File: config.mk
export PLATFORM = sky130hd
export DESIGN_NAME = reset_sequencer
export DESIGN_NICKNAME = d
export VERILOG_FILES = /design/src/rtl/reset_sequencer.sv
export SDC_FILE = /design/constraint.sdc
export NUM_CORES = 1
export LEC_CHECK = 0
export BUFFER_PORTS_ARGS = -buffer_cell sky130_fd_sc_hd__clkbuf_2
export CORE_ASPECT_RATIO = 1.75
export CORE_MARGIN = 2
export CORE_UTILIZATION = 58
export CTS_CLUSTER_SIZE = 20
export DETAILED_ROUTE_END_ITERATION = 7
export PLACE_DENSITY = 0.87
export SYNTH_ARGS = -nofsm -noshare
export SYNTH_HDL_FRONTEND = slang
export SYNTH_SLANG_ARGS = --single-unit
File: constraint.sdc
create_clock -name clk -period 2.6 [get_ports clk]
set_input_delay 0.26 -clock clk [delete_from_list [all_inputs] [get_ports clk]]
set_output_delay 0.26 -clock clk [all_outputs]
set_load 0.005 [all_outputs]
File: src/rtl/reset_sequencer.sv
// Board reset sequencer: arbitrates ext/wdog/sw reset requests, asserts all
// domains together, then releases them one at a time, bit 0 first.
module reset_sequencer #(
    parameter int NUM_DOMAINS = 4,
    parameter int DELAY       = 10,
    parameter int WIDTH       = 50,
    parameter int STAGGER     = 16
) (
    input  logic                   clk,
    input  logic                   async_reset_n_i,
    input  logic                   ext_reset_i,
    input  logic                   wdog_reset_i,
    input  logic                   sw_reset_i,
    output logic [NUM_DOMAINS-1:0] reset_o,
    output logic                   busy_o,
    output logic                   done_o,
    output logic [1:0]             cause_o,
    output logic [7:0]             reset_count_o
);

    typedef enum logic [1:0] {S_IDLE, S_DELAY, S_ASSERT, S_RELEASE} state_e;

    localparam logic [15:0]            DELAY_LAST   = 16'(DELAY - 1);
    localparam logic [15:0]            WIDTH_LAST   = 16'(WIDTH - 1);
    localparam logic [15:0]            STAGGER_LAST = 16'(STAGGER - 1);
    localparam logic [2:0]             LAST_IDX     = 3'(NUM_DOMAINS - 1);
    localparam logic [NUM_DOMAINS-1:0] ALL_ON       = '1;

    state_e                 state_q, state_d;
    logic [15:0]            cnt_q, cnt_d;
    logic [2:0]             idx_q, idx_d;
    logic [NUM_DOMAINS-1:0] reset_q, reset_d;
    logic                   done_q, done_d;
    logic [1:0]             cause_q, cause_d;
    logic [7:0]             count_q, count_d;
    logic                   ext_meta_q, ext_sync_q;
    logic                   req;
    logic [1:0]             req_cause;

    assign req       = ext_sync_q | wdog_reset_i | sw_reset_i;
    assign req_cause = ext_sync_q ? 2'd1 : (wdog_reset_i ? 2'd2 : 2'd3);

    always_comb begin
        state_d = state_q;
        cnt_d   = cnt_q + 16'd1;
        idx_d   = idx_q;
        reset_d = reset_q;
        done_d  = 1'b0;
        cause_d = cause_q;
        count_d = count_q;
        case (state_q)
            S_IDLE: begin
                cnt_d = '0;
                if (req) begin
                    cause_d = req_cause;
                    if (count_q != 8'hFF) count_d = count_q + 8'd1;
                    if (DELAY == 0) begin
                        state_d = S_ASSERT;
                        reset_d = ALL_ON;
                    end else begin
                        state_d = S_DELAY;
                    end
                end
            end
            S_DELAY: begin
                // requests here are absorbed: the sequence is already committed
                if (cnt_q == DELAY_LAST) begin
                    state_d = S_ASSERT;
                    cnt_d   = '0;
                    reset_d = ALL_ON;
                end
            end
            S_ASSERT: begin
                if (req) begin
                    cnt_d   = '0;
                    cause_d = req_cause;
                end else if (cnt_q == WIDTH_LAST) begin
                    cnt_d = '0;
                    if (NUM_DOMAINS == 1) begin
                        reset_d = '0;
                        state_d = S_IDLE;
                        done_d  = 1'b1;
                    end else begin
                        reset_d[0] = 1'b0;
                        state_d    = S_RELEASE;
                        idx_d      = 3'd1;
                    end
                end
            end
            S_RELEASE: begin
                if (req) begin
                    reset_d = ALL_ON;
                    state_d = S_ASSERT;
                    cnt_d   = '0;
                    idx_d   = '0;
                    cause_d = req_cause;
                end else if (cnt_q == STAGGER_LAST) begin
                    cnt_d = '0;
                    for (int i = 0; i < NUM_DOMAINS; i++)
                        if (idx_q == 3'(i)) reset_d[i] = 1'b0;
                    if (idx_q == LAST_IDX) begin
                        state_d = S_IDLE;
                        idx_d   = '0;
                        done_d  = 1'b1;
                    end else begin
                        idx_d = idx_q + 3'd1;
                    end
                end
            end
            default: state_d = S_ASSERT;
        endcase
    end

    always_ff @(posedge clk or negedge async_reset_n_i) begin
        if (!async_reset_n_i) begin
            state_q    <= S_ASSERT;
            cnt_q      <= '0;
            idx_q      <= '0;
            reset_q    <= ALL_ON;
            done_q     <= 1'b0;
            cause_q    <= 2'd0;
            count_q    <= 8'd0;
            ext_meta_q <= 1'b0;
            ext_sync_q <= 1'b0;
        end else begin
            state_q    <= state_d;
            cnt_q      <= cnt_d;
            idx_q      <= idx_d;
            reset_q    <= reset_d;
            done_q     <= done_d;
            cause_q    <= cause_d;
            count_q    <= count_d;
            ext_meta_q <= ext_reset_i;
            ext_sync_q <= ext_meta_q;
        end
    end

    assign reset_o       = reset_q;
    assign busy_o        = (state_q != S_IDLE);
    assign done_o        = done_q;
    assign cause_o       = cause_q;
    assign reset_count_o = count_q;

endmodule

==> results.txt <==
----------------------------------------------------
[Status]
  Status ... complete, no violations

[Yosys]
  Share of the synthesized area in the top cell type ... between 40% and 50%
  Per-instance average area after synthesis ... ~10 sq um
  Top cells by area in the synthesized netlist ... sky130_fd_sc_hd__dfrtp_1, sky130_fd_sc_hd__dfstp_2, sky130_fd_sc_hd__xor2_1
  Syn Nets ... roughly 200
  Post-Synthesis Cell Area ... between 1500 and 2000 sq um
  Part of the Yosys area used for sequential elements ... ~50%
  Most frequent cell after synthesis ... sky130_fd_sc_hd__dfrtp_1
  Post-synthesis instance total ... 190
  Synthesized flop and latch total ... 38
  Number of warning messages in the yosys log ... 0
  Number of flops mapped to enable cells by yosys ... 0
  Share of async-settable or async-resettable flops after synthesis ... between 90% and 100%
  Most used standard cells in the synthesized netlist ... sky130_fd_sc_hd__dfrtp_1, sky130_fd_sc_hd__nor2_1, sky130_fd_sc_hd__nand2_1
  Post-synth top area cell ... sky130_fd_sc_hd__dfrtp_1
  Distinct cell type count of the synthesized netlist ... 44
  Primary FF master, synth ... sky130_fd_sc_hd__dfrtp_1

[Critical path]
  R2r startpoint ... cnt_q[1]$_DFF_PN0_
  Total stage count of the critical path ... 7
  CP endpoint kind ... register
  Number of buffers and inverters on the critical path ... 2
  Startpoint of the most critical setup path ... cnt_q[1]$_DFF_PN0_
  Highest-delay cell along the critical path ... sky130_fd_sc_hd__or4_4
  Crit path arrival time ... roughly 2.5 ns
  Reg-to-reg endpoint ... cnt_q[9]$_DFF_PN0_
  Type of origin of the critical path ... register
  Cells along the critical path ... inv_1 > ha_1 > or3b_2 > or4_4 > a211oi_4 > buf_4 > nor2_1
  Worst reg-to-reg setup slack ... around 0.32 ns
  Largest fanout of any net on the critical path ... 16
  Required time of the critical path ... about 2.8 ns
  Critical path capture point ... cnt_q[9]$_DFF_PN0_
  R2r worst-path depth ... 7
  CP delay by family, top ... simple AND/OR/NAND/NOR gates
  Worst setup path category ... register to register
  Largest stage delay on the critical path ... 0.53 ns

[Cells and area]
  Final-layout fill cell count ... ~280
  Post-synthesis to final-layout area growth ... 11.06%
  Total inserted antenna cells ... 0
  Net count of the finished layout ... ~230
  Proportion of layout cells with a drive suffix above 1 ... approximately a quarter

[GRT]
  Antenna violations before repair ... 0
  Maximum number of pins on one net before global-route repair ... 39
  Total Routing Usage GR ... 20.46%
  Global-route wire length before repair ... 5.664 mm
  Via count of the first global-routing pass ... approximately 1400
  Residual overflow from global routing ... 0

[Placed design]
  Routability congestion estimate ... slightly below 0.8
  Count of buffers from port buffering ... 20
  DP HPWL ... roughly 2.7 mm

[Routing]
  Uppermost layer routed ... met4
  Met3 routed WL ... 97 microns
  First-iteration detailed-routing DRC count ... 31
  Routed Wire Length ... between 3 and 4 mm
  DRT antenna net count ... 0
  Remaining routing DRC violations ... 0
  Metal2 WL ... roughly 2 mm
  Wire length on met1 ... between 1 and 1.5 mm
  Vias per cell ... roughly 5.6
  Routed wire length per instance ... between 10 and 15 microns
  Routed vias ... around 1500
  Initial DRT Pass Iterations ... 4

[Clock network]
  CTS clock-pin slew for the worst setup and hold paths ... 0.07 ns
  Hold-fix buffer count after cts ... 0
  H-tree depth ... 2
  Cell at the root of the clock tree ... sky130_fd_sc_hd__clkbuf_8
  Clock tree from TritonCTS ... done
  Num CTS Buffers ... 5
  Clock Latency Late Sink ... roughly 0.29 ns
  Number of post-CTS setup repair buffers ... 0
  Buffers from clock root to sink, at most ... 2
  Number of gates resized after CTS ... 0
  Num Clock Sinks ... 38

[Timing]
  Final Critical Period ... about 2.3 ns
  Period Utilization, post-route ... 87.88%
  Count of endpoints failing setup in the final report ... 0
  Worst clock skew ... ~0.0052 ns
  Pins over their slew limit ... 0
  Count of final hold-check violations ... 0
  Achievable frequency ... ~440 MHz
  Headroom to the max-slew limit ... around two fifths
  Setup TNS Final ... 0 ns
  Setup repair after global routing missed its margin ... no
  Pin slew with the least headroom to its limit ... between 0.8 and 0.9 ns

[Power]
  Switching fraction of total power ... between 20% and 30%
  Total power ... between 0.001 and 0.0015 W
  Comb pwr share ... 4.3%
  Clk pwr share ... 38.1%
  Static power due to leakage ... 0.9924 nW
  Internal power summed over all cells ... about 0.00083 W
  Fraction of power consumed by sequential logic ... roughly 58%
  Peak ir drop on the vdd network ... 0.3995 mV
  Net Switching ... ~0.00022 W
  Power per Cell Area ... around 480 nW/um^2

[Min path]
  Min-Delay Path Class ... input port to asynchronous set/reset pin

[Floorplanning]
  Core Area ... around 3300 sq um
  Area of the die ... around 4000 sq um
  Die boundary height ... slightly above 80 microns
  Number of top-level pins ... 21
  Effective utilization at floorplan ... 59.14%
  Die span in x ... slightly below 50 microns
  Row cnt ... 28

[Run]
  Count of maximum capacitance violations ... 0

----------------------------------------------------
-- how the worst min path moves through the flow --
| stage | startpoint | end | slack (ns) | depth (start not counted) |
|---|---|---|---|---|
| floorplan | async_reset_n_i | cause_o[0]$_DFFE_PN0P_ | -0.04 | 0 |
| global placement | ext_meta_q$_DFF_PN0_ | ext_sync_q$_DFF_PN0_ | 0.33 | 0 |
| detailed placement | ext_meta_q$_DFF_PN0_ | ext_sync_q$_DFF_PN0_ | 0.34 | 0 |
| CTS | ext_reset_i | ext_meta_q$_DFF_PN0_ | 0.07 | 1 |
| global route | ext_reset_i | ext_meta_q$_DFF_PN0_ | 0.07 | 1 |
| finish | async_reset_n_i | idx_q[0]$_DFFE_PN0P_ | 0.08 | 1 |
-- per-stage QoR --
stage	setup WS, ns	utilization, %	hold WS [ns]	cell area [sq um]	std cells
after CTS	0.3167	65.68	0.06764	2186	261
after detailed placement	0.3426	62.93	0.3370	2095	253
after global routing	0.2261	65.68	0.06788	2186	261
after global placement	0.3889	62.93	0.3328	2095	253
final	0.3151	65.68	0.07773	2186	261
after floorplan	0.3980	-	-0.03559	1968	190
-- cells in the final DEF, fill, tap and decap left out, drive strengths merged, types with 5 or more instances in the layout --
| cell | count |
|---|---|
| dfstp | 5 |
| inv | 6 |
| or4 | 5 |
| o21ai | 6 |
| nand4 | 7 |
| nand2 | 15 |
| xnor2 | 10 |
| a21oi | 6 |
| and3 | 5 |
| clkbuf | 27 |
| xor2 | 11 |
| nor3 | 5 |
| dfrtp | 33 |
| nor2 | 29 |
| ha | 7 |
| nand3 | 9 |
-- final cells by class --
cell class | count | area (sq um) | area share, %
clock buffer | 7 | 86.33 | 3.950
clock inverter | 1 | 5.005 | 0.2290
inverter | 6 | 22.52 | 1.030
multi-input combinational | 141 | 935.9 | 42.82
sequential | 38 | 957.2 | 43.79
tap | 45 | 56.30 | 2.576
timing repair buffer | 23 | 122.6 | 5.610
-- routing by layer --
metal | vias to the layer above | track usage, %
li1 | 712 | -
met1 | 721 | 21.24
met2 | 27 | 35.73
met3 | 7 | 4.889
met4 | 0 | 10.27
met5 | - | 0
-- power groups by stage --
| stage | combinational, W | clock [W] | sequential (W) |
|---|---|---|---|
| finish | 0.0000452 | 0.000402 | 0.000608 |
| CTS | 0.0000465 | 0.000415 | 0.000608 |
| detailed placement | 0.0000462 | 0 | 0.000619 |
| global placement | 0.0000452 | 0 | 0.000619 |
| floorplan | 0.0000228 | 0 | 0.000618 |
| global route | 0.0000532 | 0.000443 | 0.000608 |
-- state kept, by name, summed over array words and instances, names as in the netlist --
signal	count
done_o	1
cnt_q	16
cause_o	2
ext_meta_q	1
reset_count_o	8
idx_q	3
reset_o	4
ext_sync_q	1
state_q	2
-- logic make-up (layout without fill, tap and decap cells) --
family                   after synthesis  after routing  synth area share, %
AO/OA/AOI/OAI                         22             22                8.074
buffers and inverters                 11             37                3.814
XOR/XNOR                              21             21                9.345
AND/OR/NAND/NOR                       91             91                25.68
flip-flops                            38             38                48.63
adder cells (fa/ha/maj)                7              7                4.450
Note: power is estimated with default switching activity, not from simulation.
